### config.mk
export PLATFORM = sky130hd
export DESIGN_NAME = motor_encoder_reader
export DESIGN_NICKNAME = d
export VERILOG_FILES = /design/src/rtl/motor_encoder_reader_pkg.sv /design/src/rtl/enc_input_filter.sv /design/src/rtl/motor_encoder_reader.sv
export SDC_FILE = /design/constraint.sdc
export NUM_CORES = 1
export LEC_CHECK = 0
export ABC_AREA = 1
export CAP_MARGIN = 20
export CORE_UTILIZATION = 64
export CTS_CLUSTER_SIZE = 10
export DETAILED_ROUTE_END_ITERATION = 8
export DONT_BUFFER_PORTS = 1
export GPL_TIMING_DRIVEN = 0
export PLACE_DENSITY = 0.77
export SYNTH_ARGS = -nofsm -noshare
export SYNTH_HDL_FRONTEND = slang
export SYNTH_SLANG_ARGS = --single-unit
### constraint.sdc
create_clock -name clk -period 3.94 [get_ports clk]
set_clock_uncertainty 0.05 [all_clocks]
set_input_delay 0.197 -clock clk [delete_from_list [all_inputs] [get_ports clk]]
set_output_delay 0.197 -clock clk [all_outputs]
set_load 0.1 [all_outputs]
### src/rtl/motor_encoder_reader_pkg.sv
// motor_encoder_reader_pkg: shared direction constants, encoder state encodings and quadrature helper
package motor_encoder_reader_pkg;
  localparam logic DIR_FWD = 1'b1;
  localparam logic DIR_REV = 1'b0;
  localparam int CLK_HZ = 100_000_000;
  typedef enum logic [1:0] {ST_00 = 2'b00, ST_10 = 2'b10, ST_11 = 2'b11, ST_01 = 2'b01} enc_state_e;
  // Maps the Gray-coded {A,B} state onto a 0..3 phase so forward is +1 and reverse is -1 mod 4
  function automatic logic [1:0] quad_phase(input enc_state_e s);
    return {s[0], s[1] ^ s[0]};
  endfunction
endpackage

### src/rtl/enc_input_filter.sv
// enc_input_filter: 2-FF synchroniser plus stability-count glitch filter for one encoder channel
module enc_input_filter #(
  parameter int GLITCH_CYCLES = 4
) (
  input  logic clk,
  input  logic reset,
  input  logic din,
  output logic dout
);
  localparam int CW = $clog2(GLITCH_CYCLES + 1);
  logic sync1, sync2;
  logic [CW-1:0] cnt;
  always_ff @(posedge clk) begin
    if (reset) begin
      sync1 <= 1'b0;
      sync2 <= 1'b0;
      dout  <= 1'b0;
      cnt   <= '0;
    end else begin
      sync1 <= din;
      sync2 <= sync1;
      if (sync2 == dout) cnt <= '0;
      else if (cnt == CW'(GLITCH_CYCLES - 1)) begin
        dout <= sync2;
        cnt  <= '0;
      end else cnt <= cnt + 1'b1;
    end
  end
endmodule

### src/rtl/motor_encoder_reader.sv
// motor_encoder_reader: filtered 4x quadrature decoder with wrapping position and windowed speed
module motor_encoder_reader
  import motor_encoder_reader_pkg::*;
#(
  parameter int GLITCH_CYCLES = 4,
  parameter int WINDOW_CYCLES = 10_000_000,
  parameter int POS_W = 16,
  parameter int SPD_W = 12
) (
  input  logic             clk,
  input  logic             reset,
  input  logic             ENC_A,
  input  logic             ENC_B,
  output logic [POS_W-1:0] position,
  output logic             direction,
  output logic [SPD_W-1:0] speed,
  output logic             speed_valid,
  output logic             enc_error
);
  localparam int WW = $clog2(WINDOW_CYCLES);
  localparam logic [SPD_W-1:0] SPD_MAX = '1;
  logic filt_a, filt_b, fwd, rev, bad, terminal;
  logic [1:0] step;
  enc_state_e prev, curr;
  logic [WW-1:0] win_cnt;
  logic [SPD_W-1:0] edge_cnt, edge_next;
  enc_input_filter #(.GLITCH_CYCLES(GLITCH_CYCLES)) u_filt_a (.clk(clk), .reset(reset), .din(ENC_A), .dout(filt_a));
  enc_input_filter #(.GLITCH_CYCLES(GLITCH_CYCLES)) u_filt_b (.clk(clk), .reset(reset), .din(ENC_B), .dout(filt_b));
  always_comb begin
    curr      = enc_state_e'({filt_a, filt_b});
    step      = quad_phase(curr) - quad_phase(prev);
    fwd       = step == 2'd1;
    rev       = step == 2'd3;
    bad       = step == 2'd2;
    terminal  = win_cnt == WW'(WINDOW_CYCLES - 1);
    edge_next = (edge_cnt == SPD_MAX) ? edge_cnt : edge_cnt + SPD_W'(fwd | rev);
  end
  always_ff @(posedge clk) begin
    if (reset) begin
      prev        <= ST_00;
      position    <= '0;
      direction   <= DIR_FWD;
      speed       <= '0;
      speed_valid <= 1'b0;
      enc_error   <= 1'b0;
      win_cnt     <= '0;
      edge_cnt    <= '0;
    end else begin
      prev        <= curr;
      position    <= fwd ? position + POS_W'(1) : rev ? position - POS_W'(1) : position;
      direction   <= fwd ? DIR_FWD : rev ? DIR_REV : direction;
      enc_error   <= enc_error | bad;
      win_cnt     <= terminal ? '0 : win_cnt + 1'b1;
      edge_cnt    <= terminal ? '0 : edge_next;
      speed       <= terminal ? edge_next : speed;
      speed_valid <= terminal;
    end
  end
endmodule

==> results of run 1 <==
[final timing paths]
check	end	startpoint	depth (start not counted)	slack, ps
max	position[15]	u_filt_b.dout	15	450
min	win_cnt[2]	reset	3	60
max reg2reg	position[15]	u_filt_b.dout	15	450
min reg2reg	u_filt_b.sync2	u_filt_b.sync1	2	360
[placed cells by master, fill, tap and decap left out, types with 2 or more instances in the layout]
master / count
nand2_2: 3
a31oi_1: 8
dfxtp_1: 81
inv_6: 3
bufinv_16: 3
o211ai_1: 3
xnor2_1: 5
nor2_1: 78
or2_2: 5
ha_1: 23
nand4_1: 13
nor3_2: 4
nand3_1: 46
clkbuf_1: 3
nor3_1: 20
nand2_1: 190
a21oi_1: 33
clkbuf_8: 9
nor2_2: 3
and3_1: 2
o21ai_1: 2
nand3_2: 2
or2_1: 4
inv_1: 101
xor2_1: 6
dlygate4sd3_1: 3
o21ai_0: 15
buf_1: 3
inv_2: 7
buf_2: 5
o21a_1: 4
[through the flow]
stage               worst slack (ps)  hold slack, ps  cell area [µm²]
floorplan                       1090             254             4480
global placement                 527             256             4600
detailed placement               484             258             4600
CTS                              463            46.0             4880
global route                     186            73.6             4880
finish                           454            62.3             4880
[metal layers]
metal  vias to the layer above  track usage (%)
met5                         -                0
met4                         0             8.18
met3                        12             6.45
met2                       151             45.4
met1                      1879             38.6
li1                       2161                -
[sequential cells by signal (all words and copies together) (netlist names)]
| name | count |
|---|---|
| speed | 12 |
| u_filt_a.cnt | 3 |
| u_filt_b.cnt | 3 |
| u_filt_a.sync1 | 1 |
| win_cnt | 24 |
| prev | 2 |
| u_filt_a.sync2 | 1 |
| enc_error | 1 |
| u_filt_b.sync2 | 1 |
| direction | 1 |
| position | 16 |
| u_filt_b.sync1 | 1 |
| u_filt_b.dout | 1 |
| u_filt_a.dout | 1 |
| speed_valid | 1 |
| edge_cnt | 12 |
[kinds of logic (layout without fill, tap and decap cells)]
logic type	after synthesis	count (layout)	share of synthesized area, %
DFF	81	81	36.2
xor gates and xnor gates	11	11	2.15
and+or+nand+nor	374	374	36.2
buffers and inverters	121	140	10.5
AOI/OAI and AO/OA	66	66	8.04
adders and majority gates	24	24	6.87
[report_power, final]
part | total, W | leakage [nW] | internal, W | switching, W
sequential | 0.000830 | 0.654 | 0.000823 | 0.00000668
combinational | 0.0000363 | 1.48 | 0.0000120 | 0.0000243
clock | 0.000755 | 0.121 | 0.000428 | 0.000327
[worst max-delay path, delay by kind of cell (launching register included)]
family | cells | cell delay [ps]
AND/OR/NAND/NOR | 10 | 1580
buffers and inverters | 2 | 320
adder cells (fa/ha/maj) | 2 | 980
XOR/XNOR | 1 | 140
flip-flops | 1 | 300
[timing repair]
action / CTS / global route
hold endpoints to repair: 5 / 0
setup endpoints to repair: 0 / 0
hold buffers: 3 / 0
[cells in the mapped netlist]
cell type    n
buf_2        5
buf_4        1
o31ai_1      1
or2_2        5
a21oi_1     33
clkbuf_1     3
o211ai_1     3
o21ai_0     15
xnor2_1      5
buf_1        3
nor2_2       3
ha_1        23
nor2_4       1
nand2_2      3
nor3_2       4
dfxtp_1     81
inv_2        7
nor3_1      20
fa_1         1
nand3_1     46
a31oi_1      8
inv_1      101
nand4_1     13
or2_1        4
o21ai_1      2
buf_6        1
nand4_2      1
nand3b_1     1
nand2_1    190
o21a_1       4
nor2_1      78
and2_1       1
and3_1       2
nand3_2      2
xor2_1       6
[cell type report]
type,count,share of cell area [%]
clock inverter,7,2.54
multi-input combinational,475,48.9
inverter,108,8.31
clock buffer,9,2.54
sequential,81,33.2
timing repair buffer,3,0.616
buffer,13,1.36
tap,96,2.46
==> summary.md, run 1 <==
| Metric | Value |
|---|---|
| Status | completed |
| Mapped Cells | 677 |
| Max Clock Freq | 287 MHz |
| Routed wl met2 | 4.42 mm |
| Crit path launch type | register |
| First-pass iteration count of the detailed router | 5 |
| Pwr Total | 0.00162 W |
| Vias | 4203 |
| Gates resized, CTS repair | 0 |
| Yosys top cell area share | 36.2% |
| Power density cells | 332 nW/µm² |
| Synthesized area | 4480 µm² |
| Share of cells above drive strength 1 | 7.04% |
| Worst rel slew slack | 28.4% |
| Core ar. | 6790 µm² |
| DP Wirelength | 7.14 mm |
| WS Path Type | register to register |
| Most Frequent Cell on Critical Path | nand2_1 |
| Post CTS Setup Buffer Count | 0 |
| # port buffers | 0 |
| Met3 WL post-DR | 774 µm |
| Register area | 1620 µm² |
| Die width | 85.7 µm |
| Tcrit/Tclk final | 88.5% |
| WL met1 | 4.51 mm |
| Syn. warnings | 0 |
| Worst-path clk slew | 80 ps |
| Worst-skew pair later-pin latency | 360 ps |
| Worst setup EP type | register |
| Initial core utilization | 65.9% |
| Remaining antenna violation count | 0 |
| Max IR drop VDD | 270 µV |
| Slowest stage cell on the critical path | nand3_1 |
| Crit path largest cell delay | 630 ps |
| Type of the tightest min-delay check | primary input to register |
| Fin Setup TNS | 0 ps |
| Finished Layout Cells | 792 |
| Seq/Total Area, Yosys | 36.2% |
| Avg Vias per Cell | 5.31 |
| First-pass GRT wire length | 16.7 mm |
| Remaining DRCs | 0 |
| RSZ-0062 raised after global routing | false |
| Synth cell types | 35 |
| Area growth, synth to finish | 8.88% |
| Inst Count DP | 773 |
| Tot GR Track Use | 28.4% |
| Max layer used | met4 |
| FILL cells | 580 |
| Yosys reg bits | 81 |
| Core Util, Final | 71.8% |
| Row count | 30 |
| Largest net degree at the start of global routing | 19 |
| Syn_area_per_cell | 6.62 µm² |
| Slew Limit Fails | 0 |
| Final Hold Viols | 0 |
| Drt wl/cell | 12.4 µm |
| Vias in the first global route | 3739 |
| Largest area contributor in the netlist | dfxtp_1 |
| Drt total wl | 9.80 mm |
| Syn_nets | 705 |
| Iteration-0 DRC count of the detailed router | 213 |
| Area of the multi-input gates | 2390 µm² |
| Final-stage net count | 719 |
| Fin crit period | 3490 ps |
| Required time worst endpoint | 4140 ps |
| CP max FO | 18 |
| GR Overflow Total | 0 |
| Root buffer cell | clkbuf_8 |
| Clock buffer depth | 2 |
| CTS buffer count | 9 |
| Cell breakdown of the critical path | buf_2 -> xnor2_1 -> ha_1 -> inv_1 -> nand3_1 -> ha_1 -> or2_2 -> nand3_1 -> nand2_1 -> nand2_1 -> nand2_1 -> nand2_1 -> nand2_1 -> nor2_1 -> nor2_1 |
| Max Cap Violations | 0 |
| Top-Level Pins | 35 |
| Die ar. | 7340 µm² |
| RD Place Congestion | 0.896 |
| Final setup vio count | 0 |
| ANT cells | 0 |
| Worst slew pin tran | 1070 ps |
| Sink Count | 81 |
| CTS tree | done |
| H-tree depth | 3 |
| Initial antenna violation count | 0 |
| Arrival time at the worst endpoint | 3680 ps |
| Die Ht | 85.7 µm |
| Leakage | 2.25 nW |
| Largest cells by area after synthesis | dfxtp_1 (36%), nand2_1 (16%), inv_1 (8.5%), nor2_1 (6.5%), ha_1 (6.4%) |
No activity file was read; power rests on OpenSTA's default activity.
==> inputs of run 2 (changes only) <==
Settings changed: CORE_MARGIN from default to 2.
==> summary.md, run 2 (synthesis results as in run 1) <==
| Metric | Value |
|---|---|
| Largest net degree at the start of global routing | 19 (unchanged) |
| Most frequent cells in the layout | nand2_1 (190), inv_1 (101), dfxtp_1 (81), nor2_1 (78), nand3_1 (46) |
| WS Path Type | register to register |
| Worst R2R Setup Slack | 420 ps (-30 ps) |
| Pwr Total | 0.00155 W (-4.3%) |
| RD Place Congestion | 0.929 (+3.7%) |
| Type of the tightest min-delay check | primary input to register |
| Die ar. | 7680 µm² (+4.7%) |
| Tot GR Track Use | 27.6% (-0.78 points) |
| Root buffer cell | clkbuf_8 |
| Vias | 4199 (-0.095%) |
| Iteration-0 DRC count of the detailed router | 196 (-8.0%) |
| Max reg flops | 24 (unchanged) |
| Die Ht | 87.7 µm (+2.3%) |
| Setup ws final | 420 ps (-33.4 ps) |
| Worst-path clk slew | 80 ps (about the same) |
| Area growth, synth to finish | 8.44% |
| Worst R2R End | position[15] |
| Drt total wl | 9.99 mm (+2.0%) |
| Final-stage net count | 719 (unchanged) |
| Most flops, register | win_cnt |
| Top-Level Pins | 35 (unchanged) |
| Core Util, Final | 71.5% (-0.29 points) |
| # port buffers | 0 (unchanged) |
| GR Overflow Total | 0 (unchanged) |
| Arrival time at the worst endpoint | 3710 ps (+30 ps) |
| Hold Path End | win_cnt[9] |
| Crit path launch type | register |
| Fin Setup TNS | 0 ps (unchanged) |
| Max IR drop VDD | 268 µV (-0.81%) |
| Sink Count | 81 (unchanged) |
| Avg Vias per Cell | 5.31 (about the same) |
| Vias in the first global route | 3888 (+4.0%) |
| DP Wirelength | 7.33 mm (+2.6%) |
| Worst setup EP type | register |
| Max Clock Freq | 284 MHz (-0.95%) |
| CTS tree | done |
| Required time worst endpoint | 4130 ps (about the same) |
| Share of cells above drive strength 1 | 6.91% (-0.13 points) |
| Worst-skew pair later-pin latency | 340 ps (-20 ps) |
| Worst hold path cell count | 3 (unchanged) |
| H-tree depth | 3 (unchanged) |
| Max Cap Violations | 0 (unchanged) |
| Biggest regs | win_cnt (24), position (16) |
| Worst slew pin tran | 1080 ps (+2.46 ps) |
| Worst rel slew slack | 28.2% (-0.16 points) |
| Die width | 87.7 µm (+2.3%) |
| ANT cells | 0 (unchanged) |
| Status | completed |
| Power density cells | 319 nW/µm² (-3.9%) |
| Final Hold Viols | 0 (unchanged) |
| CP max FO | 18 (unchanged) |
| Reg2reg start | u_filt_b.dout |
| Dpl ws | 456 ps (-27.8 ps) |
| First-pass iteration count of the detailed router | 5 (unchanged) |
| Final setup vio count | 0 (unchanged) |
| Initial core utilization | 65.9% (unchanged) |
| Row count | 30 (unchanged) |
| Leading cell type in the layout, fill and taps excluded | nand2_1 |
| Startpoint of the worst hold path | reset |
| Remaining antenna violation count | 0 (unchanged) |
| Leakage | 2.24 nW (-0.41%) |
| Drt wl/cell | 12.6 µm (+2.1%) |
| Remaining DRCs | 0 (unchanged) |
| CTS buffer count | 9 (unchanged) |
| Initial antenna violation count | 0 (unchanged) |
| RSZ-0062 raised after global routing | false |
| Fin crit period | 3520 ps (+33.4 ps) |
| Tcrit/Tclk final | 89.3% (+0.85 points) |
| Clock buffer depth | 2 (unchanged) |
| First-pass GRT wire length | 16.9 mm (+1.6%) |
| Core ar. | 6790 µm² (unchanged) |
| Reg2Reg Depth | 15 (unchanged) |
| Slew Limit Fails | 0 (unchanged) |
[run 2: layout make-up]
type / instances / area [µm²]
Buffer: 13 / 66.3
Clock buffer: 11 / 151
Clock inverter: 4 / 76.3
Fill cell: 606 / 1940
Inverter: 108 / 405
Multi-Input combinational cell: 475 / 2390
Sequential cell: 81 / 1620
Tap cell: 96 / 120
Timing Repair Buffer: 3 / 30.0
[run 2: stage by stage]
step                      hold slack [ps]  area, µm²  instances
after floorplan                       254       4480        677
after global placement                257       4600        773
after detailed placement              257       4600        773
after CTS                            68.1       4860        791
after global routing                 82.3       4860        791
final                                75.1       4860        791
[run 2: worst max-delay path by stage]
| stage | depth (start not counted) | slack (ps) | end | start |
|---|---|---|---|---|
| 2_1_floorplan | 15 | 1090 | position[15] | u_filt_b.dout |
| 3_3_place_gp | 15 | 520 | position[15] | u_filt_b.dout |
| 3_5_place_dp | 15 | 460 | position[15] | u_filt_b.dout |
| 4_1_cts | 15 | 440 | position[15] | u_filt_b.dout |
| 5_1_grt | 15 | 180 | position[15] | u_filt_b.dout |
| 6_report | 15 | 420 | position[15] | u_filt_b.dout |
[run 2: timing repair]
item                      CTS  global route
buffers inserted            0             0
hold buffers                3             0
gates resized for setup     0             0
hold endpoints to repair    4             0
[run 2: where the power goes]
| part | leakage [nW] | internal [W] | switching [W] | total (W) |
|---|---|---|---|---|
| Combinational | 1.48 | 0.0000120 | 0.0000253 | 0.0000373 |
| Sequential | 0.654 | 0.000823 | 0.00000650 | 0.000830 |
| Clock | 0.112 | 0.000389 | 0.000295 | 0.000684 |
| Total | 2.24 | 0.00122 | 0.000327 | 0.00155 |
[run 2: worst max-delay path, stage by stage, from the launching register on]
cell and delay, ps:
dfxtp_1 300, buf_2 150, xnor2_1 130, ha_1 350, inv_1 180, nand3_1 650, ha_1 630, or2_2 320
nand3_1 90, nand2_1 120, nand2_1 90, nand2_1 80, nand2_1 70, nand2_1 40, nor2_1 90, nor2_1 40
[run 2: per-layer routing]
metal / share of wire [%] / global-route usage (%)
met3: 5.9 / 6.69
met1: 45 / 35.1
met5: 0 / 0
met2: 48 / 46.8
met4: 1.2 / 7.83
